<file path="src/rtl/xbar_pkg.sv">
// Shared opcode and FSM encodings for the crossbar routing matrix.
package xbar_pkg;

    localparam int unsigned OP_W = 2;

    typedef enum logic [OP_W-1:0] {
        OP_CONNECT    = 2'd0,
        OP_DISCONNECT = 2'd1,
        OP_QUERY      = 2'd2,
        OP_CLEAR      = 2'd3
    } op_e;

    typedef enum logic {
        ST_IDLE  = 1'b0,
        ST_SWEEP = 1'b1
    } state_e;

endpackage

</file>
<file path="src/rtl/demux.sv">
// One-hot decoder: out_o[k] is set when enabled and sel_i == k; out-of-range selects decode to zero.
module demux #(
    parameter int unsigned N  = 8,
    parameter int unsigned SW = 4
) (
    input  logic          en_i,
    input  logic [SW-1:0] sel_i,
    output logic [N-1:0]  out_o
);

    always_comb begin
        out_o = '0;
        for (int unsigned k = 0; k < N; k++) begin
            if (en_i && (sel_i == SW'(k))) begin
                out_o[k] = 1'b1;
            end
        end
    end

endmodule

</file>
<file path="src/rtl/xbar_matrix.sv">
// Configurable W-bit crossbar: OUT columns of IN-bit source masks, OR-combined lanes,
// command port for connect/disconnect/query and a one-column-per-cycle CLEAR sweep.
module xbar_matrix
    import xbar_pkg::*;
#(
    parameter int unsigned W    = 8,
    parameter int unsigned IN   = 8,
    parameter int unsigned OUT  = 8,
    parameter int unsigned AW   = 4,
    parameter int unsigned EXCL = 0
) (
    input  logic              clock,
    input  logic              reset,
    input  logic [IN*W-1:0]   in,
    output logic [OUT*W-1:0]  out,
    input  logic              cmd_valid,
    output logic              cmd_ready,
    input  logic [OP_W-1:0]   cmd_op,
    input  logic [AW-1:0]     cmd_from,
    input  logic [AW-1:0]     cmd_to,
    output logic [IN-1:0]     rd_data,
    output logic              rd_valid
);

    state_e                  state_q, state_d;
    logic [AW-1:0]           cnt_q, cnt_d;
    logic [OUT-1:0][IN-1:0]  mask_q, mask_d;
    logic [OUT*W-1:0]        out_q, out_d;
    logic [IN-1:0]           rd_data_q, rd_data_d;
    logic                    rd_valid_q, rd_valid_d;
    logic                    ready_q;
    logic [OUT-1:0]          to_oh;
    logic [IN-1:0]           from_oh;
    logic                    accept_c;
    logic                    addr_ok_c;
    op_e                     op_c;

    demux #(.N(OUT), .SW(AW)) u_col_dec (.en_i(1'b1), .sel_i(cmd_to),   .out_o(to_oh));
    demux #(.N(IN),  .SW(AW)) u_row_dec (.en_i(1'b1), .sel_i(cmd_from), .out_o(from_oh));

    assign op_c      = op_e'(cmd_op);
    assign accept_c  = cmd_valid && ready_q;
    // Out-of-range indices decode to all-zero, which disqualifies the write.
    assign addr_ok_c = (|to_oh) && (|from_oh);

    always_comb begin
        state_d    = state_q;
        cnt_d      = cnt_q;
        mask_d     = mask_q;
        rd_data_d  = '0;
        rd_valid_d = 1'b0;
        case (state_q)
            ST_IDLE: begin
                if (accept_c) begin
                    case (op_c)
                        OP_CONNECT: begin
                            for (int unsigned j = 0; j < OUT; j++) begin
                                if (addr_ok_c && to_oh[j]) begin
                                    mask_d[j] = (EXCL != 0) ? from_oh : (mask_q[j] | from_oh);
                                end
                            end
                        end
                        OP_DISCONNECT: begin
                            for (int unsigned j = 0; j < OUT; j++) begin
                                if (addr_ok_c && to_oh[j]) begin
                                    mask_d[j] = mask_q[j] & ~from_oh;
                                end
                            end
                        end
                        OP_QUERY: begin
                            rd_valid_d = 1'b1;
                            for (int unsigned j = 0; j < OUT; j++) begin
                                if (to_oh[j]) begin
                                    rd_data_d = rd_data_d | mask_q[j];
                                end
                            end
                        end
                        OP_CLEAR: begin
                            state_d = ST_SWEEP;
                            cnt_d   = '0;
                        end
                        default: ;
                    endcase
                end
            end
            ST_SWEEP: begin
                for (int unsigned j = 0; j < OUT; j++) begin
                    if (cnt_q == AW'(j)) begin
                        mask_d[j] = '0;
                    end
                end
                if (cnt_q == AW'(OUT - 1)) begin
                    state_d = ST_IDLE;
                end else begin
                    cnt_d = cnt_q + AW'(1);
                end
            end
            default: state_d = ST_IDLE;
        endcase
    end

    // Lane combine uses the current matrix, so a matrix change shows one edge later.
    always_comb begin
        out_d = '0;
        for (int unsigned j = 0; j < OUT; j++) begin
            for (int unsigned i = 0; i < IN; i++) begin
                if (mask_q[j][i]) begin
                    out_d[j*W +: W] = out_d[j*W +: W] | in[i*W +: W];
                end
            end
        end
    end

    always_ff @(posedge clock or negedge reset) begin
        if (!reset) begin
            state_q    <= ST_IDLE;
            cnt_q      <= '0;
            mask_q     <= '0;
            out_q      <= '0;
            rd_data_q  <= '0;
            rd_valid_q <= 1'b0;
            ready_q    <= 1'b0;
        end else begin
            state_q    <= state_d;
            cnt_q      <= cnt_d;
            mask_q     <= mask_d;
            out_q      <= out_d;
            rd_data_q  <= rd_data_d;
            rd_valid_q <= rd_valid_d;
            ready_q    <= (state_d == ST_IDLE);
        end
    end

    assign out       = out_q;
    assign cmd_ready = ready_q;
    assign rd_data   = rd_data_q;
    assign rd_valid  = rd_valid_q;

endmodule
</file>
<file path="config.mk">
export PLATFORM = sky130hd
export DESIGN_NAME = xbar_matrix
export DESIGN_NICKNAME = d
export VERILOG_FILES = /design/src/rtl/xbar_pkg.sv /design/src/rtl/demux.sv /design/src/rtl/xbar_matrix.sv
export SDC_FILE = /design/constraint.sdc
export NUM_CORES = 1
export LEC_CHECK = 0
export ABC_CLOCK_PERIOD_IN_PS = 2600
export BUFFER_PORTS_ARGS = -buffer_cell sky130_fd_sc_hd__buf_2
export CORE_MARGIN = 3
export CORE_UTILIZATION = 40
export DETAILED_ROUTE_END_ITERATION = 10
export GPL_ROUTABILITY_DRIVEN = 0
export GPL_TIMING_DRIVEN = 0
export SLEW_MARGIN = 30
export SYNTH_ARGS = -nofsm -noshare
export SYNTH_HDL_FRONTEND = slang
export SYNTH_SLANG_ARGS = --single-unit
</file>
<file path="constraint.sdc">
create_clock -name clock -period 2.6 [get_ports clock]
set_clock_uncertainty 0.2 [all_clocks]
set_input_delay 0.52 -clock clock [delete_from_list [all_inputs] [get_ports clock]]
set_output_delay 0.52 -clock clock [all_outputs]
set_load 0.01 [all_outputs]
</file>
==> out/metrics.sh <==
OUTCOME='finished with violations'
FAILING_CHECKS='DRC'
ROUTED_WIRELENGTH_MM=41.0
WORST-PATH-BUF-INV=2
GRT_PASS1_WL_MM=61.1
NETLIST_INSTANCES=995
SYNTH_NETS=1076
CRITPATHTOPFAMILY='compound AO/OA/AOI/OAI gates'
GRT_MAX_DEGREE=79
FINAL_HOLD_VIOL_COUNT=0
N_ANTENNA_CELL=0
P_LEAK_nW=4.01
FLOORPLAN.DIE_AREA_UM2=24800
TIGHTESTPINTRANSITION_NS=0.924
CELL_AT_THE_ROOT_OF_THE_CLOCK_TREE='clkbuf_16'
PATH_CELLS='buf_6 -> or3_4 -> buf_6 -> o41ai_2 -> o221ai_1'
SYNTH.YOSYS.SEQ_AREA_SHARE_PCT=38.9
SETUP_REPAIR_AFTER_GLOBAL_ROUTING_MISSED_ITS_MARGIN='no'
DETAIL-ROUTE-ANTENNA-NETS=0
YS_FF_LATCH=143
PLACEMENTROWS=54
FILL_CELLS=2160
SYNTH_AREA_LEADERS='dfrtp_1 (39%), a22oi_1 (22%), nand4_1 (6.7%), clkbuf_1 (5.8%), o211ai_1 (3.7%)'
GRT_OVERFLOW=0
MAX-CLOCK-PATH-BUFFERS=2
HTREEDEPTH=4
PLACE_HPWL_MM=28.3
FINISH.NET_COUNT=1184
POWER_FRAC_SEQ_PCT=28.7
CRITICAL-PATH-TOP-CELL-BY-COUNT='buf_6'
HP-CLASS='in -> reg'
POWER.SWITCHING_FRACTION_PCT=44.0
SYNTH.DISTINCT_CELLS=55
FINALSETUPVIOLCOUNT=0
FIN_HOLD_WS_NS=0.310
DIE_Y_UM=158
CLOCK_TREE_FROM_TRITONCTS='yes'
POWER_FRAC_CLOCK_PCT=25.6
INITIAL_CORE_UTIL_PCT=41.4
CLK_PIN_SLEW_NS=0.07
GRT_UTIL_ALL_LAYERS_PCT=32.5
WORST_PATH_LARGEST_CELL_DELAY_NS=0.73
CHIPWIDTH_UM=158
MULTIINPUTGATEAREA_UM2=4850
POST_ROUTE_CELLS_DRIVE_ABOVE_1_SHARE_PCT=16.4
POWER.DENSITY_CELL_AREA_nW_PER_UM2=944
ROUTEDWLPERCELL_UM=29.4
DETAIL_ROUTE.DRC_VIOLATIONS=1
RRSETUPSLACK_NS=0.22
DRV_SLEW=0
DESIGN.CORE.AREA_UM2=22200
SYNTHDOMINANTCELLAREASHARE_PCT=38.9
WORSTSETUPENDPOINTTYPE='flip-flop'
DRT_PASS1_ITERATIONS=11
NUM_VIAS=10300
GRT_ANTENNA_BEFORE_REPAIR=1
VDD_IR_DROP_MAX_mV=0.530
DRTITER0DRC=1937
DATA_REQUIRED_TIME_OF_THE_WORST_PATH_NS=2.68
YS.WARNINGS.COUNT=0
CTS.SINK_COUNT=143
MAPPEDNETLISTAREA_UM2=9200
MAXCAPVIOLCOUNT=0
CRIT_ARRIVAL_NS=2.46
TOP_LEVEL_PORTS=151
CTS_MADE_BUFFERS=17
FMAXACHIEVABLE_GHz=0.420
SYNTHTOLAYOUTAREAGROWTH_PCT=16.3
FIN_SETUP_TNS_NS=0
SYNTH_FF_TYPE='dfrtp_1'
MAX-SLEW-MARGIN-REL_PCT=37.7
FF_LATCH_AREA_UM2=3580
POSTSYNTHAREAPERCELL_UM2=9.24
FINALCRITPERIODSHARE_PCT=91.6
SYNTH_ASYNC_SR_FLOP_SHARE_PCT=100
SWITCHING_POWER_W=0.00444
POST-SYNTH-TOP-AREA-CELL='dfrtp_1'
CRITICAL_PATH.STARTPOINT_TYPE='flip-flop'
FINAL.MIN_CLOCK_PERIOD_NS=2.38
COMBPWRFRAC_PCT=45.7
CRITICAL_PATH.MAX_FANOUT=10
NUMPORTBUFFERS=85
VIAS_PER_CELL=7.38
SYNTH_ENABLE_FLOP_CELLS=0
CRITPATHSLOWESTCELL='o41ai_2'
CRIT_TYPE='reg -> reg'
P_INT_W=0.00565
WORSTSKEWPAIRLATENCY_NS=0.44
VIAS_IN_THE_FIRST_GLOBAL_ROUTE=10000
registers in the layout (all words and copies together) (netlist names):
name,count
cmd_ready,1
mask_q,64
rd_valid,1
rd_data,8
cnt_q,4
state_q,1
out,64
cell usage in the layout, fill, tap and decap left out, drive strengths merged, types with 5 or more instances in the layout:
cell | Yosys | routed
or4b | 5 | 5
o311ai | 23 | 23
mux2 | 25 | 25
a222oi | 8 | 8
nand4bb | 5 | 5
nand4 | 98 | 98
o221ai | 12 | 12
dfrtp | 143 | 143
mux2i | 16 | 16
nand2 | 19 | 19
a22oi | 264 | 264
nand3 | 55 | 55
inv | 20 | 24
clkbuf | 151 | 170
o211ai | 46 | 46
a21oi | 8 | 8
nand4b | 5 | 5
buf | 36 | 124
metal layers:
layer / up-vias / global-route usage (%) / share of wire (%) / wire length (um)
met1: 4904 / 42.6 / 38 / 15700
met4: 2 / 19.3 / 7.1 / 2930
met3: 252 / 8.04 / 12 / 4780
met2: 933 / 48.6 / 43 / 17600
li1: 4205 / - / - / -
met5: - / 0 / 0.017 / 7
metrics by stage:
step	setup WS, ns	power, W	instance area (um^2)	std cells	util (%)
global route	0.0528	0.0105	10700	1396	48.1
detailed placement	-0.170	0.00728	10000	1361	45.1
global placement	-1.27	0.00719	9970	1360	44.9
finish	0.218	0.0101	10700	1396	48.1
CTS	0.119	0.00984	10600	1394	47.9
floorplan	0.373	0.00577	9200	995	-
area by class of cell:
cell class,instances,area share (%)
Buffer,187,6.88
Clock buffer,19,4.24
Clock inverter,13,1.43
Inverter,20,0.702
Multi-Input combinational cell,645,45.3
Sequential cell,143,33.5
Tap cell,280,3.28
Timing Repair Buffer,89,4.68
worst paths after layout:
kind	from	to	cells after the start
setup / recovery	state_q$_DFF_PN0_	mask_q[36]$_DFFE_PN0P_	5
hold / removal	cmd_op[1]	mask_q[56]$_DFFE_PN0P_	3
setup reg to reg	state_q$_DFF_PN0_	mask_q[36]$_DFFE_PN0P_	5
hold reg to reg	cnt_q[0]$_DFFE_PN0P_	cnt_q[0]$_DFFE_PN0P_	1
max in group asynchronous	reset	mask_q[43]$_DFFE_PN0P_	3
min in group asynchronous	reset	out[2]$_DFF_PN0_	2
repair_timing:
action | 4_1_cts | 5_1_grt
buffers inserted | 0 | 2
gates resized for setup | 0 | 3
hold buffers | 1 | 0
endpoints found under the setup margin | 0 | 10
endpoints found under the hold margin | 65 | 0
worst reg2reg max path, cell delays in order, from the launching register on:
cell	delay, ns
dfrtp_1	0.37
buf_6	0.14
or3_4	0.41
buf_6	0.16
o41ai_2	0.74
o221ai_1	0.20
cells in the mapped netlist, types with 6 or more instances:
cell type	instances
a22oi_1	264
clkbuf_1	143
dfrtp_1	143
nand4_1	98
nand3_1	55
o211ai_1	45
buf_1	28
mux2_2	25
o311ai_0	23
inv_1	20
nand2_1	19
mux2i_1	16
o221ai_1	12
a21oi_1	8
a222oi_1	8
clkbuf_2	8
buf_2	6
power groups by stage:
stage | Sequential [W] | Clock, W | Combinational [W]
CTS | 0.00290 | 0.00259 | 0.00435
global route | 0.00295 | 0.00267 | 0.00486
finish | 0.00290 | 0.00258 | 0.00461
detailed placement | 0.00293 | 0 | 0.00434
floorplan | 0.00295 | 0 | 0.00283
global placement | 0.00292 | 0 | 0.00427
logic make-up (layout without fill, tap and decap cells):
family	Yosys count	after routing	share of synthesized area, %
AOI/OAI and AO/OA	375	375	31.4
and+or+nand+nor	224	224	15.4
buffers and inverters	207	328	8.80
adders and majority gates	4	4	0.544
muxes	41	41	4.80
xor gates and xnor gates	1	1	0.0953
DFF	143	143	38.9
(Power assumes the default switching activity.)
